--- src/rtl/rom_player_pkg.sv ---
// Shared types and constants for the ROM sample player.
package rom_player_pkg;

  typedef enum logic [1:0] {
    ST_IDLE  = 2'd0,
    ST_PLAY  = 2'd1,
    ST_PAUSE = 2'd2,
    ST_DONE  = 2'd3
  } state_e;

  localparam logic [1:0] CFG_INC       = 2'd0;
  localparam logic [1:0] CFG_START     = 2'd1;
  localparam logic [1:0] CFG_END       = 2'd2;
  localparam logic [1:0] CFG_MODE_GAIN = 2'd3;

  localparam logic [1:0] MODE_LOOP     = 2'd0;
  localparam logic [1:0] MODE_ONESHOT  = 2'd1;
  localparam logic [1:0] MODE_PINGPONG = 2'd2;

endpackage

--- src/rtl/rom_player_nco_btn_edge_sync.sv ---
// Push-button synchronizer followed by a rising-edge detector giving a
// one-cycle press pulse.
module btn_edge_sync (
  input  logic clk,
  input  logic rst,
  input  logic btn_i,
  output logic press_o
);

  logic [1:0] sync_q;
  logic [1:0] edge_q;

  // Two metastability flops, then two flops for edge detection
  always_ff @(posedge clk) begin
    if (rst) begin
      sync_q <= 2'b00;
      edge_q <= 2'b00;
    end else begin
      sync_q <= {sync_q[0], btn_i};
      edge_q <= {edge_q[0], sync_q[1]};
    end
  end

  assign press_o = edge_q[0] & ~edge_q[1];

endmodule

--- src/rtl/rom_player_nco.sv ---
// NCO-paced ROM sample player: each accumulator carry reads one ROM word,
// scales it by the gain and strobes it out. Loop, one-shot and ping-pong.
module rom_player_nco
  import rom_player_pkg::*;
#(
  parameter int unsigned AW       = 16,
  parameter int unsigned DW       = 16,
  parameter int unsigned GW       = 8,
  parameter int unsigned OW       = 32,
  parameter int unsigned ACC_W    = 32,
  parameter int unsigned DEF_INC  = 477901,
  parameter int unsigned DEF_END  = 12586,
  parameter int unsigned DEF_GAIN = 11
) (
  input  logic          clk,
  input  logic          rst,
  input  logic          btn,
  input  logic          cmd_play,
  input  logic          cmd_stop,
  input  logic          cfg_we,
  input  logic [1:0]    cfg_addr,
  input  logic [31:0]   cfg_data,
  output logic [AW-1:0] rom_addr,
  input  logic [DW-1:0] rom_data,
  output logic [OW-1:0] sample_out,
  output logic          sample_vld,
  output logic          playing,
  output logic          done,
  output logic          tst
);

  localparam logic [AW-1:0] ADDR_ONE = {{(AW-1){1'b0}}, 1'b1};

  state_e            state_q, state_d;
  logic [ACC_W-1:0]  inc_q, accum_q, accum_d;
  logic [AW-1:0]     start_q, end_q, addr_q, addr_d, loop_next_s;
  logic [1:0]        mode_q;
  logic [GW-1:0]     gain_q;
  logic              dir_up_q, dir_up_d;
  logic [OW-1:0]     sample_q;
  logic              vld_q, playing_q, done_q;
  logic              press_s, go_s, tick_s, final_s, restart_s;
  logic [ACC_W:0]    sum_s;
  logic [DW+GW-1:0]  prod_s;

  btn_edge_sync u_btn (
    .clk     (clk),
    .rst     (rst),
    .btn_i   (btn),
    .press_o (press_s)
  );

  always_comb begin
    sum_s       = {1'b0, accum_q} + {1'b0, inc_q};
    tick_s      = (state_q == ST_PLAY) && sum_s[ACC_W];
    go_s        = press_s || cmd_play;
    restart_s   = ((state_q == ST_IDLE) || (state_q == ST_DONE)) && go_s && !cmd_stop;
    prod_s      = {{GW{1'b0}}, rom_data} * {{DW{1'b0}}, gain_q};
    loop_next_s = (addr_q >= end_q) ? start_q : addr_q + ADDR_ONE;
  end

  // Address sequencing; an inverted window always behaves as a loop
  always_comb begin
    addr_d   = addr_q;
    dir_up_d = dir_up_q;
    final_s  = 1'b0;
    if (restart_s) begin
      addr_d   = start_q;
      dir_up_d = 1'b1;
    end else if (tick_s) begin
      if (end_q < start_q) begin
        addr_d = loop_next_s;
      end else begin
        case (mode_q)
          MODE_PINGPONG: begin
            if (dir_up_q) begin
              if (addr_q >= end_q) begin
                addr_d   = (start_q == end_q) ? addr_q : addr_q - ADDR_ONE;
                dir_up_d = 1'b0;
              end else begin
                addr_d = addr_q + ADDR_ONE;
              end
            end else begin
              // Single-word window stays put in both directions
              if (addr_q <= start_q) begin
                addr_d   = (start_q == end_q) ? addr_q : addr_q + ADDR_ONE;
                dir_up_d = 1'b1;
              end else begin
                addr_d = addr_q - ADDR_ONE;
              end
            end
          end
          MODE_ONESHOT: begin
            if (addr_q >= end_q) begin
              final_s = 1'b1;
            end else begin
              addr_d = addr_q + ADDR_ONE;
            end
          end
          default: addr_d = loop_next_s;
        endcase
      end
    end else begin
      addr_d = addr_q;
    end
  end

  // Player state; stop overrides any simultaneous play or press
  always_comb begin
    state_d = state_q;
    case (state_q)
      ST_IDLE, ST_PAUSE, ST_DONE: begin
        if (go_s) state_d = ST_PLAY;
        else      state_d = state_q;
      end
      ST_PLAY: begin
        if (press_s)      state_d = ST_PAUSE;
        else if (final_s) state_d = ST_DONE;
        else              state_d = ST_PLAY;
      end
      default: state_d = ST_IDLE;
    endcase
    if (cmd_stop) state_d = ST_IDLE;
    else          state_d = state_d;
  end

  always_comb begin
    if ((state_d == ST_IDLE) || (state_d == ST_DONE)) accum_d = {ACC_W{1'b0}};
    else if (state_q == ST_PLAY)                       accum_d = sum_s[ACC_W-1:0];
    else                                               accum_d = accum_q;
  end

  // Datapath and state registers
  always_ff @(posedge clk) begin
    if (rst) begin
      state_q   <= ST_IDLE;
      accum_q   <= {ACC_W{1'b0}};
      addr_q    <= {AW{1'b0}};
      dir_up_q  <= 1'b1;
      sample_q  <= {OW{1'b0}};
      vld_q     <= 1'b0;
      playing_q <= 1'b0;
      done_q    <= 1'b0;
    end else begin
      state_q   <= state_d;
      accum_q   <= accum_d;
      addr_q    <= addr_d;
      dir_up_q  <= dir_up_d;
      vld_q     <= tick_s;
      if (tick_s) sample_q <= OW'(prod_s);
      playing_q <= (state_d == ST_PLAY);
      done_q    <= (state_d == ST_DONE);
    end
  end

  // Software configuration registers
  always_ff @(posedge clk) begin
    if (rst) begin
      inc_q   <= ACC_W'(DEF_INC);
      start_q <= {AW{1'b0}};
      end_q   <= AW'(DEF_END);
      mode_q  <= MODE_LOOP;
      gain_q  <= GW'(DEF_GAIN);
    end else if (cfg_we) begin
      case (cfg_addr)
        CFG_INC:   inc_q   <= ACC_W'(cfg_data);
        CFG_START: start_q <= AW'(cfg_data);
        CFG_END:   end_q   <= AW'(cfg_data);
        default: begin
          mode_q <= cfg_data[9:8];
          gain_q <= cfg_data[GW-1:0];
        end
      endcase
    end
  end

  assign rom_addr   = addr_q;
  assign sample_out = sample_q;
  assign sample_vld = vld_q;
  assign playing    = playing_q;
  assign done       = done_q;
  assign tst        = accum_q[ACC_W-1];

endmodule

--- config.mk ---
export PLATFORM = sky130hd
export DESIGN_NAME = rom_player_nco
export DESIGN_NICKNAME = d
export VERILOG_FILES = /design/src/rtl/rom_player_pkg.sv /design/src/rtl/rom_player_nco_btn_edge_sync.sv /design/src/rtl/rom_player_nco.sv
export SDC_FILE = /design/constraint.sdc
export NUM_CORES = 1
export LEC_CHECK = 0
export CORE_UTILIZATION = 54
export CTS_BUF_LIST = sky130_fd_sc_hd__clkbuf_16
export DETAILED_ROUTE_END_ITERATION = 8
export PLACE_DENSITY = 0.85
export SETUP_SLACK_MARGIN = 0.5
export SYNTH_ARGS = -nofsm -noshare
export SYNTH_HDL_FRONTEND = slang
export SYNTH_SLANG_ARGS = --single-unit
--- constraint.sdc ---
create_clock -name clk -period 6.05 [get_ports clk]
set_input_delay 1.21 -clock clk [delete_from_list [all_inputs] [get_ports clk]]
set_output_delay 1.21 -clock clk [all_outputs]
set_load 0.005 [all_outputs]
# Word level (Yosys, flattened, before mapping)
# Cells that the tools add are included.
# totals
register_bits	156
out_inout_bits	52
wordCells	84
# op_classes
add_sub_neg	3
multipliers	1
magnitude_cmp	3
n_eq_ne	13
n_mux	24
n_bitwise	4
n_reduce_logical	21
# ops
op	n
$mux W16	10
$add A32 B32 Y33	1
$pmux W16 S2	1
$mul A16 B8 Y24	1
$add A16 B1 Y16 const B	1
$eq A16 B16 Y1	1
$ge A16 B16 Y1	1
$le A16 B16 Y1	1
$lt A16 B16 Y1	1
$sub A16 B1 Y16 const B	1
$ne A6 B6 Y1 const B	2
$eq A2 B2 Y1 const B	5
$eq A2 B1 Y1 const B	4
$mux W1	8
$mux W2	4
$reduce_and A2 Y1	4
$logic_not A2 Y1	3
$reduce_or A3 Y1	2
$ne A4 B4 Y1 const B	1
$pmux W2 S2	1
$reduce_and A4 Y1	1
$reduce_or A2 Y1	2
$logic_and A1 B1 Y1	3
$logic_or A1 B1 Y1	3
other kinds (5)	7

# Longest topological paths before layout
# logic_depth
word_depth	13
mapped_depth	20
ltp_nobuf	19

# Cells and area by module
# A second synthesis with hierarchy kept.
# hier_totals
cells_unflattened	1663
area_unflattened_um2	13600.5
# modules_own_cells
module	n_inst	cells_each	area_per_inst_um2
rom_player_nco	1	1654	13489.2
btn_edge_sync	1	9	111.4

# Least setup slack after synthesis
# Ideal clock, no wire load.
# synth_timing
kind	input port to flip-flop
start	input rom_data[8]
end	register sample_q[21], in the netlist sample_out[21]
setup_ns	0.117
arrival_time_ns	5.663
setup_slack_ns	0.269
path_stages	16
cell_sequence	and2_1 fa_1 fa_1 fa_1 inv_1 fa_1 inv_1 ha_1 a21o_1 a21o_1 a21o_1 nor4_1 nor2_1 and4_1 or4_1 a32o_1
# synth_between
elab_chain_len	1
# synth_lines
element	line	text
start: declaration	rom_player_nco.sv:24	input logic [DW-1:0] rom_data,
$mul A16 B8 Y24	rom_player_nco.sv:58	prod_s = {{GW{1'b0}}, rom_data} * {{DW{1'b0}}, gain_q};
end signal: assignment	rom_player_nco.sv:140	sample_q <= {OW{1'b0}};
end signal: assignment	rom_player_nco.sv:150	if (tick_s) sample_q <= OW'(prod_s);
end: declaration	rom_player_nco.sv:40	logic [OW-1:0] sample_q;
# Every way passes these cells.
# A chain may end at the register's enable or synchronous reset.

# Worst setup path after layout
# layout_timing
start	input rom_data[10]
end	register sample_q[21], in the netlist sample_out[21]
# Same word-level chain as after synthesis.

==> key figures <==
Run status
  • Outcome: finished clean

CTS
  • Total CTS buffers: 17
  • Worst-skew pair later-pin latency: 0.43 ns
  • Clock slew at reported path FFs: 0.07 ns
  • TritonCTS clock tree: done
  • Hold Buf Count CTS: 0
  • CTS root buf: clkbuf_16
  • Maximum root-to-sink buffer count: 2
  • TritonCTS sink count: 156
  • H-tree depth: 4

Detailed routing
  • Drt initial violations: approximately 1,300
  • Detailed-route DRC error count: 0
  • Antenna-violating nets left: 0
  • Final wirelength: 37,600 µm
  • Routed len/inst: 17.8 µm
  • Via count: 12,700
  • Vias/cell: around 6.0
  • First-pass detailed-route iteration total: 9

Placed design
  • Pre-CTS WS: -0.356 ns
  • Gp weighted congestion: 0.944
  • PortBufs: approximately 100
  • DPL Wire Length: 27,300 µm
  • DP Area: roughly 15,000 µm²

Worst setup path
  • R2R depth: 18
  • Startpoint types: primary input
  • Worst Setup EP: sample_out[21]
  • Critical path's slowest cell: fa_1
  • CP Cell Sequence: clkdlybuf4s15_2 > and2_1 > fa_1 > fa_1 > fa_1 > inv_1 > fa_1 > inv_1 > ha_1 > a21o_1 > a21o_1 > a21o_1 > o21ba_4 > nor2_1 > and4_1 > or4_1 > a32o_1
  • CP peak stage delay: 0.54 ns
  • Crit Path Category: primary input to register
  • CP Data Required Time: around 6.4 ns
  • Worst setup EP type: register
  • Worst-path fanout max: 7
  • FF-to-FF Start: gain_q[7]
  • R2r endpoint: sample_out[21]
  • Cell mode on critical path: fa_1
  • Register-to-register path setup slack: about 0.68 ns
  • Critical path origin: rom_data[10]
  • CP arrival: 5.75 ns

Die
  • Die width: 160 µm
  • Core ar.: 24,400 µm²
  • DIE AREA: around 26,000 µm²
  • Initial Utilization: 0.553
  • Row count: 57
  • # IOs: 108
  • Die H: approximately 160 µm

GRT
  • Vias in the first global route: approximately 12,000
  • Initial antenna violation count: 2
  • Total gr overflow: 0
  • First-pass GRT wire length: 61,000 µm
  • Largest net degree at the start of global routing: 86
  • Tot GR Track Use: 0.292

Timing
  • RSZ-0062 raised after global routing: no
  • Setup Viol. Count Final: 0
  • Final worst path period share: 0.898
  • Least-Margin Pin Slew: between 1 and 1.5 ns
  • Slew Viols, Final: 0
  • Fmax: 184 MHz
  • Layout Skew: approximately 0.015 ns
  • Final hold violations: 0
  • Crit path time final: ~5.4 ns
  • Final setup margin: 0.614 ns
  • Slew headroom: 0.209

Power and ir drop
  • Overall power: around 3600 µW
  • Clock power frac: 0.322
  • Sw frac: 0.345
  • Sw power: 1230 µW
  • Combinational share of power: 0.373
  • Pleak: 0.00704 µW
  • Power per Cell Area: 226 nW/µm²
  • Worst IR Drop VDD: 0.000174 V
  • Reg power frac: 0.305
  • Internal Pwr Total: between 2000 and 2500 µW

Yosys
  • Mapped Avg Cell Area: between 8 and 9 µm²
  • Compound-Gate Fraction of Synth Area: 0.167
  • Largest family of logic cells by synthesized area: adder cells
  • #FFs+latches synth: 156
  • Synthesized area: between 10,000 and 15,000 µm²
  • Area share of fa/ha/maj cells after synthesis: 0.248
  • Post-synthesis sequential area ratio: 0.232
  • Xor/xnor share of the synthesized area: 0.0429
  • Synth Warn #: 0
  • Simple-Gate Fraction of Synth Area: 0.219
  • Yosys cell types: 73
  • Mux cell area share after synthesis: 0.0236
  • Post-synth EDFFs: 0
  • Post-Syn Instances: roughly 1,700
  • Post-synth top flop: dfxtp_1
  • Synth async-reset ratio: 0

Cells and area
  • Share of cells above drive strength 1: 0.0917
  • P&R area growth vs syn: 17.2%
  • Post-Layout Inst Area: 15,800 µm²
  • Register area: between 3000 and 4000 µm²
  • Fill cells: 1,949
  • Nets: 2,048
  • Area of the multi-input gates: around 9600 µm²

Hold path
  • Min-Delay Path Class: register to register

Flow run
  • Max-cap violations: 0
layout make-up:
cell class / instances / share of cell area
multi-input cells: 1281 / 0.610
flip-flops and latches: 156 / 0.198
repair buffers: 164 / 0.0901
inverters: 156 / 0.0370
clock buffers: 17 / 0.0269
well taps: 324 / 0.0256
clock inverters: 15 / 0.0123
diodes: 2 / 0.000317
worst max-delay path: cells and delay by family:
family	cells	cell delay [ns]
AOI/OAI and AO/OA	5	1.07
buffers and inverters	3	0.34
adders and majority gates	5	2.24
and+or+nand+nor	4	0.88
cell usage in the layout, fill, tap and decap left out, types with 9 or more instances in the layout:
cell type        synthesis  layout
nor3_1                  30      28
and2_1                 110     102
xnor2_1                 41      41
a221oi_1                12      12
inv_1                  155     155
o21a_1                  12      12
nand2_1                240     238
mux2i_1                 25      25
nand4_1                 15      15
clkbuf_16                0      17
nor2_1                  98      97
and3_1                   9       9
ha_1                   131     126
o31ai_1                 13      11
nor2b_1                 16      15
clkdlybuf4s50_1          0      83
buf_4                    8      65
fa_1                    85      81
xor2_1                  25      25
a211oi_1                15      15
o21ai_0                 36      35
a21o_1                  29      29
o21bai_1                10      10
dfxtp_1                156     156
a21oi_1                128     128
o211ai_1                14      14
nand3_1                 53      53
inv_6                    0       9
a31oi_1                 11      11
power groups by stage:
| stage | registers [µW] | clock network, µW | logic, µW |
|---|---|---|---|
| 5_1_grt | 1090 | 1190 | 1480 |
| 6_report | 1090 | 1150 | 1330 |
| 4_1_cts | 1090 | 1150 | 1240 |
| 3_5_place_dp | 1110 | 0 | 1190 |
| 2_1_floorplan | 1090 | 0 | 820 |
| 3_3_place_gp | 1110 | 0 | 1160 |
sequential cells by signal, indices dropped and copies added (netlist names):
register      cells
sample_out       24
start_q          16
u_btn.sync_q      2
inc_q            32
gain_q            8
accum_q          32
sample_vld        1
rom_addr         16
dir_up_q          1
state_q           2
end_q            16
playing           1
done              1
u_btn.edge_q      2
mode_q            2
Yosys cell counts, types with 9 or more instances:
library cell / count / area, µm²
nor3_1: 30 / 150
inv_1: 155 / 582
nand2_1: 240 / 901
mux2i_1: 25 / 250
o21ai_0: 36 / 180
o31ai_1: 13 / 97.6
xnor2_1: 41 / 359
ha_1: 131 / 1640
o21bai_1: 10 / 75.1
a21oi_1: 128 / 641
a221oi_1: 12 / 105
a31oi_1: 11 / 68.8
nor2_1: 98 / 368
a211oi_1: 15 / 113
and3_1: 9 / 56.3
o21a_1: 12 / 90.1
clkbuf_1: 65 / 244
a21o_1: 29 / 218
o211ai_1: 14 / 105
dfxtp_1: 156 / 3120
xor2_1: 25 / 219
nand4_1: 15 / 93.8
fa_1: 85 / 1700
nand3_1: 53 / 265
and2_1: 110 / 688
nor2b_1: 16 / 100
worst min path at each step:
stage,cells after the start,slack [ns],end,from
2_1_floorplan,1,0.41,u_btn.edge_q[0],u_btn.sync_q[1]
3_3_place_gp,1,0.43,u_btn.edge_q[0],u_btn.sync_q[1]
3_5_place_dp,1,0.44,u_btn.edge_q[0],u_btn.sync_q[1]
4_1_cts,1,0.45,u_btn.edge_q[0],u_btn.sync_q[1]
5_1_grt,2,0.47,sample_out[22],sample_out[22]
6_report,1,0.44,u_btn.edge_q[0],u_btn.sync_q[1]
what timing repair did:
| item | CTS | global route |
|---|---|---|
| resized for setup | 51 | 35 |
| pin swaps | 18 | 30 |
| setup endpoints to repair | 10 | 8 |
| buffers inserted | 3 | 1 |
through the flow:
stage	hold WS, ns	TNS [ns]	utilization	cells
2_1_floorplan	0.414	0	-	1673
3_3_place_gp	0.432	-0.937	0.617	2077
3_5_place_dp	0.437	-1.32	0.617	2077
4_1_cts	0.452	0	0.646	2112
5_1_grt	0.475	0	0.648	2115
6_report	0.445	0	0.648	2115
layer usage:
metal / vias up / wire (µm) / global-route usage
met1: 6129 / 15500 / 0.386
met2: 637 / 18100 / 0.486
li1: 5870 / - / -
met4: 0 / 1200 / 0.115
met3: 107 / 2820 / 0.0353
met5: - / 0 / 0
logic make-up (layout without fill, tap and decap cells):
| logic type | count (synthesis) | after routing |
|---|---|---|
| flops | 156 | 156 |
| fa+ha+maj | 216 | 216 |
| other cells | 1 | 10 |
| xor+xnor | 66 | 66 |
| buf+inv | 236 | 352 |
| mux | 31 | 31 |
| compound gates | 343 | 343 |
| simple gates | 617 | 617 |
Note: power is estimated with default switching activity, not from simulation.
